===== src/rtl/regfile_pkg.sv =====
// Shared constants for the register bank write scheduler and its scoreboard.
package regfile_pkg;

    localparam int unsigned DATA_WIDTH   = 32;
    localparam int unsigned REG_BITS     = 5;
    localparam int unsigned NUM_REGS     = 2 ** REG_BITS;
    localparam int unsigned STARVE_LIMIT = 4;

    localparam logic [REG_BITS-1:0] ZERO_REG = '0;

    typedef enum logic {
        BUF_EMPTY = 1'b0,
        BUF_FULL  = 1'b1
    } buf_state_t;

endpackage


===== src/rtl/regfile_write_scheduler_if.sv =====
// Write-port, MDU, decode and scoreboard signals between pipeline and scheduler.
interface regfile_write_scheduler_if #(
    parameter int unsigned DATA_WIDTH = regfile_pkg::DATA_WIDTH,
    parameter int unsigned REG_BITS   = regfile_pkg::REG_BITS
);
    logic                      wb_valid;
    logic [REG_BITS-1:0]       wb_reg;
    logic [DATA_WIDTH-1:0]     wb_data;

    logic                      mdu_valid;
    logic [REG_BITS-1:0]       mdu_reg;
    logic [DATA_WIDTH-1:0]     mdu_data;
    logic                      mdu_ready;

    logic                      iss_valid;
    logic [REG_BITS-1:0]       iss_reg;
    logic [REG_BITS-1:0]       dec_rs;
    logic [REG_BITS-1:0]       dec_rt;
    logic [REG_BITS-1:0]       dec_rd;
    logic                      dec_stall;
    logic                      hold_pipeline;

    logic                      sinal_escrita;
    logic [REG_BITS-1:0]       reg_escrita;
    logic [DATA_WIDTH-1:0]     dado_escrita;
    logic [(2**REG_BITS)-1:0]  busy_vec;

    modport master (
        output wb_valid, wb_reg, wb_data,
        output mdu_valid, mdu_reg, mdu_data,
        input  mdu_ready,
        output iss_valid, iss_reg, dec_rs, dec_rt, dec_rd,
        input  dec_stall, hold_pipeline,
        input  sinal_escrita, reg_escrita, dado_escrita, busy_vec
    );

    modport slave (
        input  wb_valid, wb_reg, wb_data,
        input  mdu_valid, mdu_reg, mdu_data,
        output mdu_ready,
        input  iss_valid, iss_reg, dec_rs, dec_rt, dec_rd,
        output dec_stall, hold_pipeline,
        output sinal_escrita, reg_escrita, dado_escrita, busy_vec
    );

endinterface


===== src/rtl/regfile_scoreboard.sv =====
// Busy bit per register for pending MDU results, with three decode hazard lookups.
module regfile_scoreboard #(
    parameter int unsigned REG_BITS = regfile_pkg::REG_BITS
) (
    input  logic                      clock,
    input  logic                      reset,
    input  logic                      set_en,
    input  logic [REG_BITS-1:0]       set_idx,
    input  logic                      clr_en,
    input  logic [REG_BITS-1:0]       clr_idx,
    input  logic [REG_BITS-1:0]       rs_idx,
    input  logic [REG_BITS-1:0]       rt_idx,
    input  logic [REG_BITS-1:0]       rd_idx,
    output logic                      rs_busy_c,
    output logic                      rt_busy_c,
    output logic                      rd_busy_c,
    output logic [(2**REG_BITS)-1:0]  busy_vec
);
    import regfile_pkg::*;

    logic [(2**REG_BITS)-1:0] busy_next;

    // Clear first so a same-index set on the same edge wins; r0 is pinned idle.
    always_comb begin
        busy_next = busy_vec;
        if (clr_en) busy_next[clr_idx] = 1'b0;
        if (set_en) busy_next[set_idx] = 1'b1;
        busy_next[REG_BITS'(ZERO_REG)] = 1'b0;
    end

    always_ff @(posedge clock) begin
        if (reset) busy_vec <= '0;
        else       busy_vec <= busy_next;
    end

    assign rs_busy_c = (rs_idx != REG_BITS'(ZERO_REG)) && busy_vec[rs_idx];
    assign rt_busy_c = (rt_idx != REG_BITS'(ZERO_REG)) && busy_vec[rt_idx];
    assign rd_busy_c = (rd_idx != REG_BITS'(ZERO_REG)) && busy_vec[rd_idx];

endmodule


===== src/rtl/regfile_write_scheduler.sv =====
// Shares the register bank write port between pipeline writeback and a buffered
// MDU result; tracks pending MDU destinations and holds the pipeline on starvation.
module regfile_write_scheduler #(
    parameter int unsigned DATA_WIDTH   = regfile_pkg::DATA_WIDTH,
    parameter int unsigned REG_BITS     = regfile_pkg::REG_BITS,
    parameter int unsigned STARVE_LIMIT = regfile_pkg::STARVE_LIMIT
) (
    input  logic                      clock,
    input  logic                      reset,
    regfile_write_scheduler_if.slave  bus
);
    import regfile_pkg::*;

    localparam int unsigned CNT_W = $clog2(STARVE_LIMIT + 1);

    buf_state_t               buf_state, buf_state_next;
    logic [REG_BITS-1:0]      buf_reg, buf_reg_next;
    logic [DATA_WIDTH-1:0]    buf_data, buf_data_next;
    logic [CNT_W-1:0]         starve_cnt, starve_cnt_next;
    logic                     hold_next;

    logic                     buf_full;
    logic                     drain;
    logic                     take;
    logic                     iss_busy;
    logic                     haz_rs, haz_rt, haz_rd;
    logic                     sb_set, sb_clr;
    logic [(2**REG_BITS)-1:0] busy_vec;

    // The buffer drains whenever the pipeline leaves the port free.
    assign buf_full      = (buf_state == BUF_FULL);
    assign drain         = buf_full && !bus.wb_valid;
    assign bus.mdu_ready = !buf_full || drain;
    assign take          = bus.mdu_valid && bus.mdu_ready;

    assign iss_busy      = bus.iss_valid && busy_vec[bus.iss_reg];
    assign bus.dec_stall = haz_rs || haz_rt || haz_rd || iss_busy;
    assign sb_set        = bus.iss_valid && !bus.dec_stall && (bus.iss_reg != REG_BITS'(ZERO_REG));
    assign sb_clr        = drain && (buf_reg != REG_BITS'(ZERO_REG));
    assign bus.busy_vec  = busy_vec;

    regfile_scoreboard #(.REG_BITS(REG_BITS)) u_scoreboard (
        .clock     (clock),
        .reset     (reset),
        .set_en    (sb_set),
        .set_idx   (bus.iss_reg),
        .clr_en    (sb_clr),
        .clr_idx   (buf_reg),
        .rs_idx    (bus.dec_rs),
        .rt_idx    (bus.dec_rt),
        .rd_idx    (bus.dec_rd),
        .rs_busy_c (haz_rs),
        .rt_busy_c (haz_rt),
        .rd_busy_c (haz_rd),
        .busy_vec  (busy_vec)
    );

    // Write port mux: pipeline first, then the buffered MDU result.
    always_comb begin
        bus.sinal_escrita = 1'b0;
        bus.reg_escrita   = '0;
        bus.dado_escrita  = '0;
        if (bus.wb_valid) begin
            bus.sinal_escrita = 1'b1;
            bus.reg_escrita   = bus.wb_reg;
            bus.dado_escrita  = bus.wb_data;
        end else if (buf_full) begin
            bus.sinal_escrita = 1'b1;
            bus.reg_escrita   = buf_reg;
            bus.dado_escrita  = buf_data;
        end
    end

    // Buffer occupancy and starvation counter next-state.
    always_comb begin
        buf_state_next  = buf_state;
        buf_reg_next    = buf_reg;
        buf_data_next   = buf_data;
        starve_cnt_next = '0;
        hold_next       = 1'b0;
        case (buf_state)
            BUF_EMPTY: begin
                if (take) begin
                    buf_state_next = BUF_FULL;
                    buf_reg_next   = bus.mdu_reg;
                    buf_data_next  = bus.mdu_data;
                end
            end
            BUF_FULL: begin
                if (drain) begin
                    if (take) begin
                        buf_reg_next  = bus.mdu_reg;
                        buf_data_next = bus.mdu_data;
                    end else begin
                        buf_state_next = BUF_EMPTY;
                    end
                end else begin
                    starve_cnt_next = (starve_cnt < CNT_W'(STARVE_LIMIT)) ?
                                      starve_cnt + CNT_W'(1) : starve_cnt;
                    hold_next       = (starve_cnt_next >= CNT_W'(STARVE_LIMIT));
                end
            end
            default: buf_state_next = BUF_EMPTY;
        endcase
    end

    always_ff @(posedge clock) begin
        if (reset) begin
            buf_state         <= BUF_EMPTY;
            buf_reg           <= '0;
            buf_data          <= '0;
            starve_cnt        <= '0;
            bus.hold_pipeline <= 1'b0;
        end else begin
            buf_state         <= buf_state_next;
            buf_reg           <= buf_reg_next;
            buf_data          <= buf_data_next;
            starve_cnt        <= starve_cnt_next;
            bus.hold_pipeline <= hold_next;
        end
    end

    // Protocol violations by the surrounding pipeline or MDU.
    a_wb_not_busy: assert property (@(posedge clock) disable iff (reset)
        bus.wb_valid |-> !busy_vec[bus.wb_reg]);
    a_mdu_was_issued: assert property (@(posedge clock) disable iff (reset)
        take |-> busy_vec[bus.mdu_reg]);
    a_hold_honoured: assert property (@(posedge clock) disable iff (reset)
        bus.hold_pipeline |-> !bus.wb_valid);

endmodule


===== src/flat_wrapper.sv =====
// flat-port wrapper written by rule: the top's interface ports become plain ports
module regfile_write_scheduler_flat import regfile_pkg::*;
#(
    parameter int unsigned DATA_WIDTH   = regfile_pkg::DATA_WIDTH,
    parameter int unsigned REG_BITS     = regfile_pkg::REG_BITS,
    parameter int unsigned STARVE_LIMIT = regfile_pkg::STARVE_LIMIT
)
  (clock, reset, bus_wb_valid, bus_wb_reg, bus_wb_data, bus_mdu_valid, bus_mdu_reg, bus_mdu_data, bus_mdu_ready, bus_iss_valid, bus_iss_reg, bus_dec_rs, bus_dec_rt, bus_dec_rd, bus_dec_stall, bus_hold_pipeline, bus_sinal_escrita, bus_reg_escrita, bus_dado_escrita, bus_busy_vec);
  regfile_write_scheduler_if #(.DATA_WIDTH(DATA_WIDTH), .REG_BITS(REG_BITS)) bus_i ();
  input  logic clock;
  input  logic reset;
  input wire logic [$bits(bus_i.wb_valid)-1:0] bus_wb_valid;
  input wire logic [$bits(bus_i.wb_reg)-1:0] bus_wb_reg;
  input wire logic [$bits(bus_i.wb_data)-1:0] bus_wb_data;
  input wire logic [$bits(bus_i.mdu_valid)-1:0] bus_mdu_valid;
  input wire logic [$bits(bus_i.mdu_reg)-1:0] bus_mdu_reg;
  input wire logic [$bits(bus_i.mdu_data)-1:0] bus_mdu_data;
  output wire logic [$bits(bus_i.mdu_ready)-1:0] bus_mdu_ready;
  input wire logic [$bits(bus_i.iss_valid)-1:0] bus_iss_valid;
  input wire logic [$bits(bus_i.iss_reg)-1:0] bus_iss_reg;
  input wire logic [$bits(bus_i.dec_rs)-1:0] bus_dec_rs;
  input wire logic [$bits(bus_i.dec_rt)-1:0] bus_dec_rt;
  input wire logic [$bits(bus_i.dec_rd)-1:0] bus_dec_rd;
  output wire logic [$bits(bus_i.dec_stall)-1:0] bus_dec_stall;
  output wire logic [$bits(bus_i.hold_pipeline)-1:0] bus_hold_pipeline;
  output wire logic [$bits(bus_i.sinal_escrita)-1:0] bus_sinal_escrita;
  output wire logic [$bits(bus_i.reg_escrita)-1:0] bus_reg_escrita;
  output wire logic [$bits(bus_i.dado_escrita)-1:0] bus_dado_escrita;
  output wire logic [$bits(bus_i.busy_vec)-1:0] bus_busy_vec;
  assign bus_i.wb_valid = bus_wb_valid;
  assign bus_i.wb_reg = bus_wb_reg;
  assign bus_i.wb_data = bus_wb_data;
  assign bus_i.mdu_valid = bus_mdu_valid;
  assign bus_i.mdu_reg = bus_mdu_reg;
  assign bus_i.mdu_data = bus_mdu_data;
  assign bus_mdu_ready = bus_i.mdu_ready;
  assign bus_i.iss_valid = bus_iss_valid;
  assign bus_i.iss_reg = bus_iss_reg;
  assign bus_i.dec_rs = bus_dec_rs;
  assign bus_i.dec_rt = bus_dec_rt;
  assign bus_i.dec_rd = bus_dec_rd;
  assign bus_dec_stall = bus_i.dec_stall;
  assign bus_hold_pipeline = bus_i.hold_pipeline;
  assign bus_sinal_escrita = bus_i.sinal_escrita;
  assign bus_reg_escrita = bus_i.reg_escrita;
  assign bus_dado_escrita = bus_i.dado_escrita;
  assign bus_busy_vec = bus_i.busy_vec;
  regfile_write_scheduler #(.DATA_WIDTH(DATA_WIDTH), .REG_BITS(REG_BITS), .STARVE_LIMIT(STARVE_LIMIT)) u_core (.clock(clock), .reset(reset), .bus(bus_i));
endmodule

===== config.mk =====
export PLATFORM = sky130hd
export DESIGN_NAME = regfile_write_scheduler_flat
export DESIGN_NICKNAME = d
export VERILOG_FILES = /design/src/rtl/regfile_pkg.sv /design/src/rtl/regfile_write_scheduler_if.sv /design/src/rtl/regfile_scoreboard.sv /design/src/rtl/regfile_write_scheduler.sv /design/src/flat_wrapper.sv
export SDC_FILE = /design/constraint.sdc
export NUM_CORES = 1
export LEC_CHECK = 0
export CAP_MARGIN = 25
export CORE_ASPECT_RATIO = 1.75
export CORE_MARGIN = 3
export CORE_UTILIZATION = 48
export CTS_BUF_LIST = sky130_fd_sc_hd__clkbuf_16
export CTS_CLUSTER_DIAMETER = 80
export DETAILED_ROUTE_END_ITERATION = 10
export HOLD_SLACK_MARGIN = 0.15
export MAX_ROUTING_LAYER = met4
export PLACE_DENSITY = 0.87
export REMOVE_ABC_BUFFERS = 1
export SLEW_MARGIN = 40
export SYNTH_ARGS = -nofsm -noshare
export SYNTH_HDL_FRONTEND = slang
export SYNTH_SLANG_ARGS = --single-unit

===== constraint.sdc =====
create_clock -name clock -period 5.4 [get_ports clock]
set_clock_uncertainty 0.2 [all_clocks]
set_input_delay 0.81 -clock clock [delete_from_list [all_inputs] [get_ports clock]]
set_output_delay 0.81 -clock clock [all_outputs]
set_load 0.05 [all_outputs]

-- After elaboration in Yosys (flattened, before gate mapping)
Cells that the tools add are included.
- add/sub/neg operators: 1
- multiply operators: 0
- divide/modulo/power cells: 0
- magnitude comparators: 9
- equal/unequal tests: 1
- shift operators: 0
- multiplexer cells: 30
- bitwise operators: 4
- reduce and logical (&&, ||, !) cells: 24
- operators with widths (operator ; number):
    32-bit two-way mux ; 6
    32-bit case mux with 2 select lines ; 1
    32-bit bitwise AND ; 1
    32-bit inverter ; 1
    32-bit bitwise OR ; 1
    5-bit by 6-bit < comparator with 1-bit output, second input constant ; 5
    5-bit nonzero test ; 5
    1-bit binary-select mux with 5-bit select ; 4
    5-bit two-way mux ; 4
    1-bit logical AND ; 11
    1-bit demux with 5-bit select ; 2
    5-bit by 1-bit >= comparator with 1-bit output, second input constant ; 2
    1-bit two-way mux ; 10
    5-bit case mux with 2 select lines ; 1
    1-bit logical OR ; 4
    3-bit by 1-bit adder with 3-bit output, second input constant ; 1
    3-bit >= comparator, second input constant ; 1
    1-bit logical NOT ; 3
    3-bit < comparator, second input constant ; 1
    3-bit two-way mux ; 1
    3-bit OR reduction ; 1
    2-bit inequality test, second input constant ; 1
    1-bit case mux with 2 select lines ; 1
    1-bit inverter ; 1
- flip-flop bits (word level): 74
- bits in latches: 0
- RAM bits: 0
- memory bits (read-only): 0
- input port bits: 99
- output and inout bits: 73
- memories: 0

-- Logic depth before layout (Yosys ltp)
Gate-level depths: netlist (run 1).
- depth in word-level cells: 10
- depth in mapped cells: 10
- gate-level depth less buffers: 7

-- Modules after synthesis
A second synthesis (run 1) with hierarchy kept.
- cells, all modules: 572
- area total of the unflattened synthesis: 4405.5 µm²
- by module, submodules not included (module ; instances ; cells an instance ; area each (µm²) ; seq. area each (µm²)):
    regfile_write_scheduler ; 1 ; 339 ; 2293.4 ; 820.8
    regfile_scoreboard ; 1 ; 233 ; 2112.0 ; 620.6

-- Worst setup path after synthesis (run 1)
OpenSTA, ideal clock, no wires.
- path type: input to output
- from: input bus_iss_reg[1]
- to: output bus_dec_stall
- arrival: 2.979 ns
- slack: 1.411 ns
- stages: 6
- buffers on the path: 2
- path through: clkbuf_1 clkbuf_1 mux4_2 a221oi_1 o21ai_0 a2111o_1
- longest elaborated chain between the ends: 4
- ends and longest elaborated chain (what ; RTL line ; RTL):
    from (decl) ; flat_wrapper.sv:20 ; input wire logic [$bits(bus_i.iss_reg)-1:0] bus_iss_reg;
    1-bit binary-select mux with 5-bit select ; regfile_write_scheduler.sv:36 ; assign iss_busy = bus.iss_valid && busy_vec[bus.iss_reg];
    1-bit two-way mux (implied by the code) ; regfile_write_scheduler.sv:36 ;
    1-bit logical AND ; regfile_write_scheduler.sv:36 ;
    1-bit logical OR ; regfile_write_scheduler.sv:37 ; assign bus.dec_stall = haz_rs || haz_rt || haz_rd || iss_busy;
    to (decl) ; flat_wrapper.sv:24 ; output wire logic [$bits(bus_i.dec_stall)-1:0] bus_dec_stall;
Every way passes these cells. The select of a mux whose other input is x is not followed.

-- Final worst setup path (run 1)
- from: input bus_dec_rt[0]
- to: output bus_dec_stall
- longest elaborated chain between the ends: 6
- elaborated cells between the ends (all ways): 7
- ends and longest elaborated chain (what ; RTL line ; RTL):
    from (decl) ; flat_wrapper.sv:22 ; input wire logic [$bits(bus_i.dec_rt)-1:0] bus_dec_rt;
    1-bit binary-select mux with 5-bit select ; regfile_scoreboard.sv:37 ; assign rt_busy_c = (rt_idx != REG_BITS'(ZERO_REG)) && busy_vec[rt_idx];
    1-bit two-way mux (implied by the code) ; regfile_scoreboard.sv:37 ;
    1-bit logical AND (*) ; regfile_scoreboard.sv:37 ;
    1-bit logical OR (*) (3 in a row) ; regfile_write_scheduler.sv:37 ;
Every way passes the cells marked *; elsewhere a longest branch is shown, timed or not. The select of a mux whose other input is x is not followed.

==> impl_metrics.toml, run 1 <==
[outcome]
run_status = "completed"

[clock_network]
clkTransAtPathRegs_ns = 0.06
cts_root_buffer = "clkbuf_16"
clk_path_buf_depth = 2
post_cts_resized = 0
cts_hold_buf = 0
clk-insertion-delay-late_ns = 0.34
cts_tree = "done"
clkSinkCount = 72
cts_max_level = 3
cts_setup_buffers = 0
numCtsBuffers = 9

[critical_path]
crit_chain = "clkdlybuf4s50_1 > buf_4 > mux4_2 > a32oi_1 > nand4_1 > or4_1 > a2111o_1 > clkdlybuf4s50_1"
critPathRequiredTime_ns = 4.39
end_kind = "output port"
cp.arrival_ns = 3.94
cp_slowest_stage_delay_ns = 0.70
startpoint = "bus_dec_rt[0]"
path_common_cell = "clkdlybuf4s50_1"
critPathLaunchType = "input pin"
crit_type = "in -> out"
cp_top_family = "buffers and inverters"
path_buf_inv = 3
critPathSlowestCell = "clkdlybuf4s50_1"
path_max_fanout = 8
r2r_start = "u_core.u_scoreboard.busy_vec[9]"

[logic_synthesis]
synth_seq_cells = 72
yosys_warnings = 0
ys.flop_type = "dfxtp_1"
synth-edff-count = 0
yosysUniqueCellTypes = 50
synthTopCellsByCount = "nand2_1 (169), dfxtp_1 (72), o21ai_0 (41), a21oi_1 (40), clkbuf_1 (38)"
postSynthCellCount = 581
ys_top_cells_by_area = "dfxtp_1 (32%), nand2_1 (14%), mux4_2 (9.0%), mux2i_1 (6.0%), o21ai_0 (4.5%)"
netlist_area_um2 = 4510
seq_area_frac_synth_pct = 31.9
synth_area_per_cell_um2 = 7.77
yosys.area.top_type = "dfxtp_1"
synth.most_common_cell = "nand2_1"
synth_top_area_share_pct = 31.9
async_flop_share_pct = 0

[pwr]
power_frac_seq_pct = 38.5
swShare_pct = 29.8
power.total_mw = 1.49
switchingPower_uw = 445
powerDensity_nw_per_um2 = 229
combPwrFrac_pct = 23.0
leakage_nw = 2.33
p_clk_share_pct = 38.5
internal_power_mw = 1.05
irDropWorstVdd_uv = 259

[detailed_routing]
drt-total-wl_um = 17900
drt_pre_antenna_iters = 5
first_iter_violations = 430
final_antenna_net_count = 0
wire_per_inst_um = 21.1
remaining_drc_errors = 0
vias = 5200
viasPerCell = 6.14

[sta]
slew_headroom_pct = 52.4
fin_hold_ws_ns = 0.257
rsz0062_at_grt = "no"
fin_crit_ns = 4.95
worst_pin_slew_ns = 0.713
slew_viol_final = 0
fin_ws_ns = 0.446
hold_violations = 0
setup-tns-final_ns = 0
setup_viol = 0
fin_crit_sh_pct = 91.7
fmax_ghz = 0.202

[global_route]
gr-total-overflow = 0
grt_pass1_wl_um = 27600
grt_usage_pct = 34.8
grt_start_max_net_pins = 50
antenna_found_initial = 0
grt_pass1_vias = 5294

[floorplan]
core-area_um2 = 9090
initial_core_util_pct = 49.6
die_y_um = 134
rows = 46
fp.dieArea_um2 = 10700
io_pins = 172
die_x_um = 79.3

[finish]
drive_gt1_share_pct = 8.39
finish.utilization_pct = 71.7
fin_cells = 847
design_area_um2 = 6520
largest_register_ffs = 32
fillers = 731
antenna_cells = 0
area_growth_pct = 44.4
nNetsFinal = 822

[placement]
post_dp_cell_area_um2 = 6230
port_buffers = 170
gp_congestion = 1.13
hpwl_um = 13600
dpl.cell_count = 831
post-place-ws_ns = 0.439

[flow_run]
drv_cap = 0

[hold_path]
hp-class = "reg -> reg"
holdCritStartpoint = "u_core.buf_data[25]"
[worst reg2reg max path, stage by stage (launching register included)]
cell and delay [ns]:
dfxtp_1 0.42, mux4_2 0.48, nor4bb_1 0.15, a41oi_1 0.22
nand4_1 0.11, or4_1 0.53, or4_1 0.53, buf_4 0.27
o31ai_1 0.35
[layer usage]
metal,vias to the layer above,global-route usage [%],part of all wire [%]
met4,0,21.0,5.7
met1,2407,32.5,33
met5,-,-,0
met3,83,7.73,7.6
met2,331,62.9,54
li1,2379,-,-
[power by group through the flow]
stage / sequential [mW] / clock [mW] / combinational (mW)
2_1_floorplan: 0.584 / 0 / 0.155
3_3_place_gp: 0.583 / 0 / 0.334
3_5_place_dp: 0.584 / 0 / 0.339
4_1_cts: 0.573 / 0.578 / 0.341
5_1_grt: 0.576 / 0.593 / 0.362
6_report: 0.574 / 0.574 / 0.343
[cells in the final DEF, fill, tap and decap left out, types with 4 or more instances in the layout]
master / n
a21oi_1: 40
buf_4: 13
clkbuf_16: 9
clkdlybuf4s50_1: 169
dfxtp_1: 71
inv_1: 5
mux2i_1: 27
mux4_2: 18
nand2_1: 168
nand2b_1: 5
nand3_1: 21
nand3b_1: 8
nand4_1: 5
nor2_1: 16
nor3_1: 6
o211ai_1: 13
o21ai_0: 41
o22ai_1: 4
o311ai_0: 5
o31ai_1: 24
o41ai_2: 6
[area by class of cell]
type                       count  area [um^2]  area share (%)
clock inverter                 7         62.6           0.960
clock buffer                   9          225            3.45
sequential                    72         1440            22.1
timing repair buffer         183         1790            27.5
tap                          120          150            2.30
inverter                       5         18.8           0.288
multi-input combinational    451         2830            43.3
[path summary, 6_finish.rpt]
check	depth (start not counted)	slack, ns	endpoint
max	8	0.45	bus_dec_stall
min	2	0.26	u_core.buf_data[25]
max reg2reg	8	2.02	u_core.u_scoreboard.busy_vec[30]
min reg2reg	2	0.26	u_core.buf_data[25]
[logic make-up (layout without fill, tap and decap cells)]
logic type / count (synthesis) / after routing / synth area share [%]
and+or+nand+nor: 255 / 255 / 25.0
AOI/OAI and AO/OA: 146 / 146 / 21.4
DFF: 72 / 72 / 31.9
buffers and inverters: 58 / 204 / 5.65
muxes: 47 / 47 / 15.5
adders and majority gates: 1 / 1 / 0.277
other: 1 / 1 / 0.0831
xor gates and xnor gates: 1 / 1 / 0.194
Power figures use the tool's default switching activity.
==> run 2, diff against run 1 <==
--- a/config.mk
+++ b/config.mk
@@ -6,7 +6,7 @@
 export NUM_CORES = 1
 export LEC_CHECK = 0
 export CAP_MARGIN = 25
-export CORE_ASPECT_RATIO = 1.75
+export CORE_ASPECT_RATIO = 1.4
 export CORE_MARGIN = 3
 export CORE_UTILIZATION = 48
 export CTS_BUF_LIST = sky130_fd_sc_hd__clkbuf_16
@@ -14,9 +14,10 @@
 export DETAILED_ROUTE_END_ITERATION = 10
 export HOLD_SLACK_MARGIN = 0.15
 export MAX_ROUTING_LAYER = met4
-export PLACE_DENSITY = 0.87
+export PLACE_DENSITY = 0.88
 export REMOVE_ABC_BUFFERS = 1
 export SLEW_MARGIN = 40
 export SYNTH_ARGS = -nofsm -noshare
 export SYNTH_HDL_FRONTEND = slang
+export SYNTH_HIERARCHICAL = 1
 export SYNTH_SLANG_ARGS = --single-unit
==> impl_metrics.toml, run 2 <==
[logic_synthesis]
seq_area_frac_synth_pct = 32.7
netlist_area_um2 = 4410
synth_area_per_cell_um2 = 7.70
ys_top_cells_by_area = "dfxtp_1 (33%), nand2_1 (16%), mux4_2 (10%), a21oi_1 (8.1%), o21ai_0 (8.0%)"
synth.most_common_cell = "nand2_1"
async_flop_share_pct = 0
ys.flop_type = "dfxtp_1"
synth-edff-count = 0
yosys_warnings = 6
yosys.area.top_type = "dfxtp_1"
postSynthCellCount = 572
yosysUniqueCellTypes = 47
synth_top_area_share_pct = 32.7
synth_seq_cells = 72
synthTopCellsByCount = "nand2_1 (191), dfxtp_1 (72), a21oi_1 (71), o21ai_0 (70), clkbuf_1 (29)"

[critical_path]
cp_num_cells = 8
crit_type = "in -> out"
path_buf_inv = 2
startpoint = "bus_dec_rd[1]"
reg2reg_depth = 10
cp_top_family = "buffers and inverters"
path_common_cell = "clkdlybuf4s50_1"
critPathLaunchType = "input pin"
critPathRequiredTime_ns = 4.39
cp.arrival_ns = 3.79
end_kind = "output port"
crit_chain = "clkdlybuf4s50_1 > mux4_2 > a32oi_1 > nand3_1 > or3b_1 > nor3_1 > nand2_1 > clkdlybuf4s50_1"
r2r_start = "u_core/u_scoreboard/busy_vec[11]"
path_max_fanout = 9
critPathSlowestCell = "clkdlybuf4s50_1"
cp_slowest_stage_delay_ns = 0.72

[sta]
fin_crit_sh_pct = 88.8
fin_hold_ws_ns = 0.253
worst_pin_slew_ns = 0.729
setup-tns-final_ns = 0
setup_viol = 0
hold_violations = 0
slew_headroom_pct = 51.4
fin_ws_ns = 0.605
fmax_ghz = 0.209
slew_viol_final = 0
rsz0062_at_grt = "no"
fin_crit_ns = 4.80

[detailed_routing]
wire_per_inst_um = 19.2
final_antenna_net_count = 0
viasPerCell = 6.08
vias = 5025
drt_pre_antenna_iters = 7
remaining_drc_errors = 0
first_iter_violations = 505
drt-total-wl_um = 15800

[finish]
fin_cells = 827
fillers = 646
multiInputGateArea_um2 = 2760
area_growth_pct = 46.2
final_cell_mix = "nand2_1 (190), clkdlybuf4s50_1 (168), a21oi_1 (71), dfxtp_1 (71), o21ai_0 (70)"
design_area_um2 = 6440
largest_register_ffs = 32
final_common_cell = "nand2_1"
antenna_cells = 0
nNetsFinal = 817
finish.utilization_pct = 73.5
seq_area_um2 = 1440
drive_gt1_share_pct = 7.34

[clock_network]
clk_path_buf_depth = 2
clkSinkCount = 72
numCtsBuffers = 9
clkTransAtPathRegs_ns = 0.06
cts_root_buffer = "clkbuf_16"
cts_hold_buf = 0
cts_tree = "done"
cts_max_level = 3
cts_setup_buffers = 0
post_cts_resized = 0
clk-insertion-delay-late_ns = 0.33

[placement]
port_buffers = 170
post-place-ws_ns = 0.590
hpwl_um = 11400
post_dp_cell_area_um2 = 6070
dpl.cell_count = 811
gp_congestion = 0.990

[floorplan]
fp.dieArea_um2 = 10400
rows = 40
die_y_um = 119
core-area_um2 = 8760
die_x_um = 87.0
io_pins = 172
initial_core_util_pct = 50.3

[global_route]
grt_usage_pct = 30.8
grtUsageMet3_pct = 8.10
antenna_found_initial = 0
gr-total-overflow = 0
use_met2_pct = 47.0
top_usage_layer = "met2"
use_met1_pct = 35.7
grt_pass1_wl_um = 24300
grt_pass1_vias = 4743
grt_start_max_net_pins = 79

[pwr]
leakage_nw = 2.35
powerDensity_nw_per_um2 = 253
power.total_mw = 1.63
irDropWorstVdd_uv = 274

[hold_path]
hold_depth = 2
hp-class = "reg -> reg"
holdCritStartpoint = "u_core/buf_data[12]"

[flow_run]
drv_cap = 0

[outcome]
run_status = "completed"
run 2: worst min-delay path: stages, from the launching register on:
cell	delay, ns
dfxtp_1	0.31
nand2_1	0.05
a21oi_1	0.05
run 2: cell type report:
| type | count | area share, % |
|---|---|---|
| multi-input combinational | 458 | 42.9 |
| clock buffer | 9 | 3.50 |
| tap | 105 | 2.04 |
| clock inverter | 7 | 2.22 |
| inverter | 1 | 0.0583 |
| sequential | 72 | 22.4 |
| timing repair buffer | 175 | 26.9 |
run 2: power breakdown:
part	switching (mW)	internal (mW)
registers	0.0220	0.551
logic	0.188	0.143
clock network	0.224	0.499
run 2: layer usage:
metal  part of all wire [%]  routed length, um
met1                     35               5530
met2                     47               7420
met3                     12               1970
met4                    5.8                922
met5                      0                  0
run 2: path summary, 6_finish.rpt:
kind                                      end  slack, ns
max                             bus_dec_stall       0.60
min                       u_core/buf_data[12]       0.25
max reg2reg  u_core/u_scoreboard/busy_vec[17]       2.22
min reg2reg               u_core/buf_data[12]       0.25
run 2: cell families (layout without fill, tap and decap cells):
logic type               count (synthesis)  count (layout)  synth area share [%]
AND/OR/NAND/NOR                        257             257                  25.9
AO/OA/AOI/OAI                          153             153                  18.3
flip-flops                              72              72                  32.7
multiplexers                            45              45                  17.8
buffers and inverters                   42             192                  4.66
adder cells (fa/ha/maj)                  1               1                 0.284
other                                    1               1                0.0851
XOR/XNOR                                 1               1                 0.199
==> run 3, diff against run 2 <==
--- a/config.mk
+++ b/config.mk
@@ -14,7 +14,7 @@
 export DETAILED_ROUTE_END_ITERATION = 10
 export HOLD_SLACK_MARGIN = 0.15
 export MAX_ROUTING_LAYER = met4
-export PLACE_DENSITY = 0.88
+export PLACE_DENSITY = 0.87
 export REMOVE_ABC_BUFFERS = 1
 export SLEW_MARGIN = 40
 export SYNTH_ARGS = -nofsm -noshare
==> impl_metrics.toml, run 3 (synthesis results as in run 2) <==
[outcome]
run_status = "completed"

[placement]
hpwl_um = 11600
port_buffers = 170
gp_congestion = 0.983
post_dp_cell_area_um2 = 6080

[finish]
drive_gt1_share_pct = 6.92
design_area_um2 = 6350
area_growth_pct = 44.2
finish.utilization_pct = 72.5
seq_area_um2 = 1440
largest_register_ffs = 32
final_cell_mix = "nand2_1 (190), clkdlybuf4s50_1 (167), a21oi_1 (71), dfxtp_1 (71), o21ai_0 (70)"
final_common_cell = "nand2_1"
multiInputGateArea_um2 = 2760
fillers = 642
antenna_cells = 0
nNetsFinal = 818

[global_route]
grt_start_max_net_pins = 79
grt_pass1_vias = 4919
gr-total-overflow = 0
grt_pass1_wl_um = 24500
grt_usage_pct = 30.7
antenna_found_initial = 0

[sta]
slew_headroom_pct = 47.2
fin_hold_ws_ns = 0.260
hold_violations = 0
fin_crit_ns = 5.00
worst_pin_slew_ns = 0.789
fmax_ghz = 0.200
setup-tns-final_ns = 0
rsz0062_at_grt = "no"
slew_viol_final = 0
fin_crit_sh_pct = 92.6
setup_viol = 0

[clock_network]
clkTransAtPathRegs_ns = 0.06
cts_root_buffer = "clkbuf_16"
post_cts_resized = 0
numCtsBuffers = 9
cts_setup_buffers = 0
cts_max_level = 3
clk_path_buf_depth = 2
clk-insertion-delay-late_ns = 0.33
clkSinkCount = 72
cts_tree = "done"
cts_hold_buf = 0

[critical_path]
end_kind = "output port"
crit_type = "in -> out"
r2r_start = "u_core/u_scoreboard/busy_vec[11]"
startpoint = "bus_dec_rd[1]"
critPathLaunchType = "input pin"
worstReg2RegEnd = "u_core/u_scoreboard/busy_vec[29]"
critPathRequiredTime_ns = 4.39
reg2reg_depth = 10
path_max_fanout = 9
cp.arrival_ns = 3.99
rrSetupSlack_ns = 1.92

[detailed_routing]
first_iter_violations = 430
drt_pre_antenna_iters = 7
vias = 5060
drt-total-wl_um = 15900
final_antenna_net_count = 0
wire_per_inst_um = 19.2
viasPerCell = 6.11
remaining_drc_errors = 0

[floorplan]
die_x_um = 87.0
core-area_um2 = 8760
io_pins = 172
rows = 40
die_y_um = 119
fp.dieArea_um2 = 10400
initial_core_util_pct = 50.3

[pwr]
swShare_pct = 28.7
power_frac_seq_pct = 39.1
irDropWorstVdd_uv = 167
leakage_nw = 2.31
p_clk_share_pct = 38.1
internal_power_mw = 1.04
powerDensity_nw_per_um2 = 230
combPwrFrac_pct = 22.8
switchingPower_uw = 420

[hold_path]
hold_depth = 2
holdCritStartpoint = "u_core/buf_data[20]"
hp-class = "reg -> reg"
hold_path_end = "u_core/buf_data[20]"

[flow_run]
drv_cap = 0
## run 3: cell type report
| cell class | count | area share, % |
|---|---|---|
| multi-input combinational | 458 | 43.5 |
| timing repair buffer | 176 | 27.3 |
| sequential | 72 | 22.7 |
| clock buffer | 9 | 3.55 |
| tap | 105 | 2.07 |
| clock inverter | 7 | 0.847 |
| inverter | 1 | 0.0591 |
## run 3: power groups by stage
| stage | logic (mW) | clock network (mW) | registers, mW |
|---|---|---|---|
| 2_1_floorplan | 0.152 | 0 | 0.584 |
| 3_3_place_gp | 0.324 | 0 | 0.581 |
| 3_5_place_dp | 0.330 | 0 | 0.583 |
| 4_1_cts | 0.332 | 0.561 | 0.572 |
| 5_1_grt | 0.354 | 0.588 | 0.574 |
| 6_report | 0.333 | 0.557 | 0.572 |
## run 3: worst max-delay path by stage
stage | to | cells past startpoint | slack (ns)
CTS | bus_dec_stall | 8 | 0.50
finish | bus_dec_stall | 8 | 0.40
global placement | bus_dec_stall | 8 | 0.57
detailed placement | bus_dec_stall | 8 | 0.51
global route | bus_dec_stall | 8 | 0.37
floorplan | bus_dec_stall | 6 | 1.99
## run 3: worst max-delay path, stage by stage
cell and delay (ns):
clkdlybuf4s50_1 0.77, mux4_2 0.57, a32oi_1 0.29, nand3_1 0.11
or3b_1 0.38, nor3_1 0.24, nand2_1 0.10, clkdlybuf4s50_1 0.71
## run 3: through the flow
stage,std cells,worst slack (ns),power [mW]
after floorplan,531,1.99,0.736
after global placement,812,0.571,0.905
after detailed placement,812,0.506,0.913
after CTS,828,0.497,1.47
after global routing,828,0.367,1.52
final,828,0.400,1.46
## run 3: routing by layer
layer / vias to the layer above / global-route usage [%] / wire, um / part of all wire (%)
met3: 62 / 6.92 / 1740 / 11
li1: 2311 / - / - / -
met4: 0 / 14.0 / 616 / 3.9
met1: 2320 / 34.1 / 5700 / 36
met5: - / - / 0 / 0
met2: 367 / 51.6 / 7850 / 49
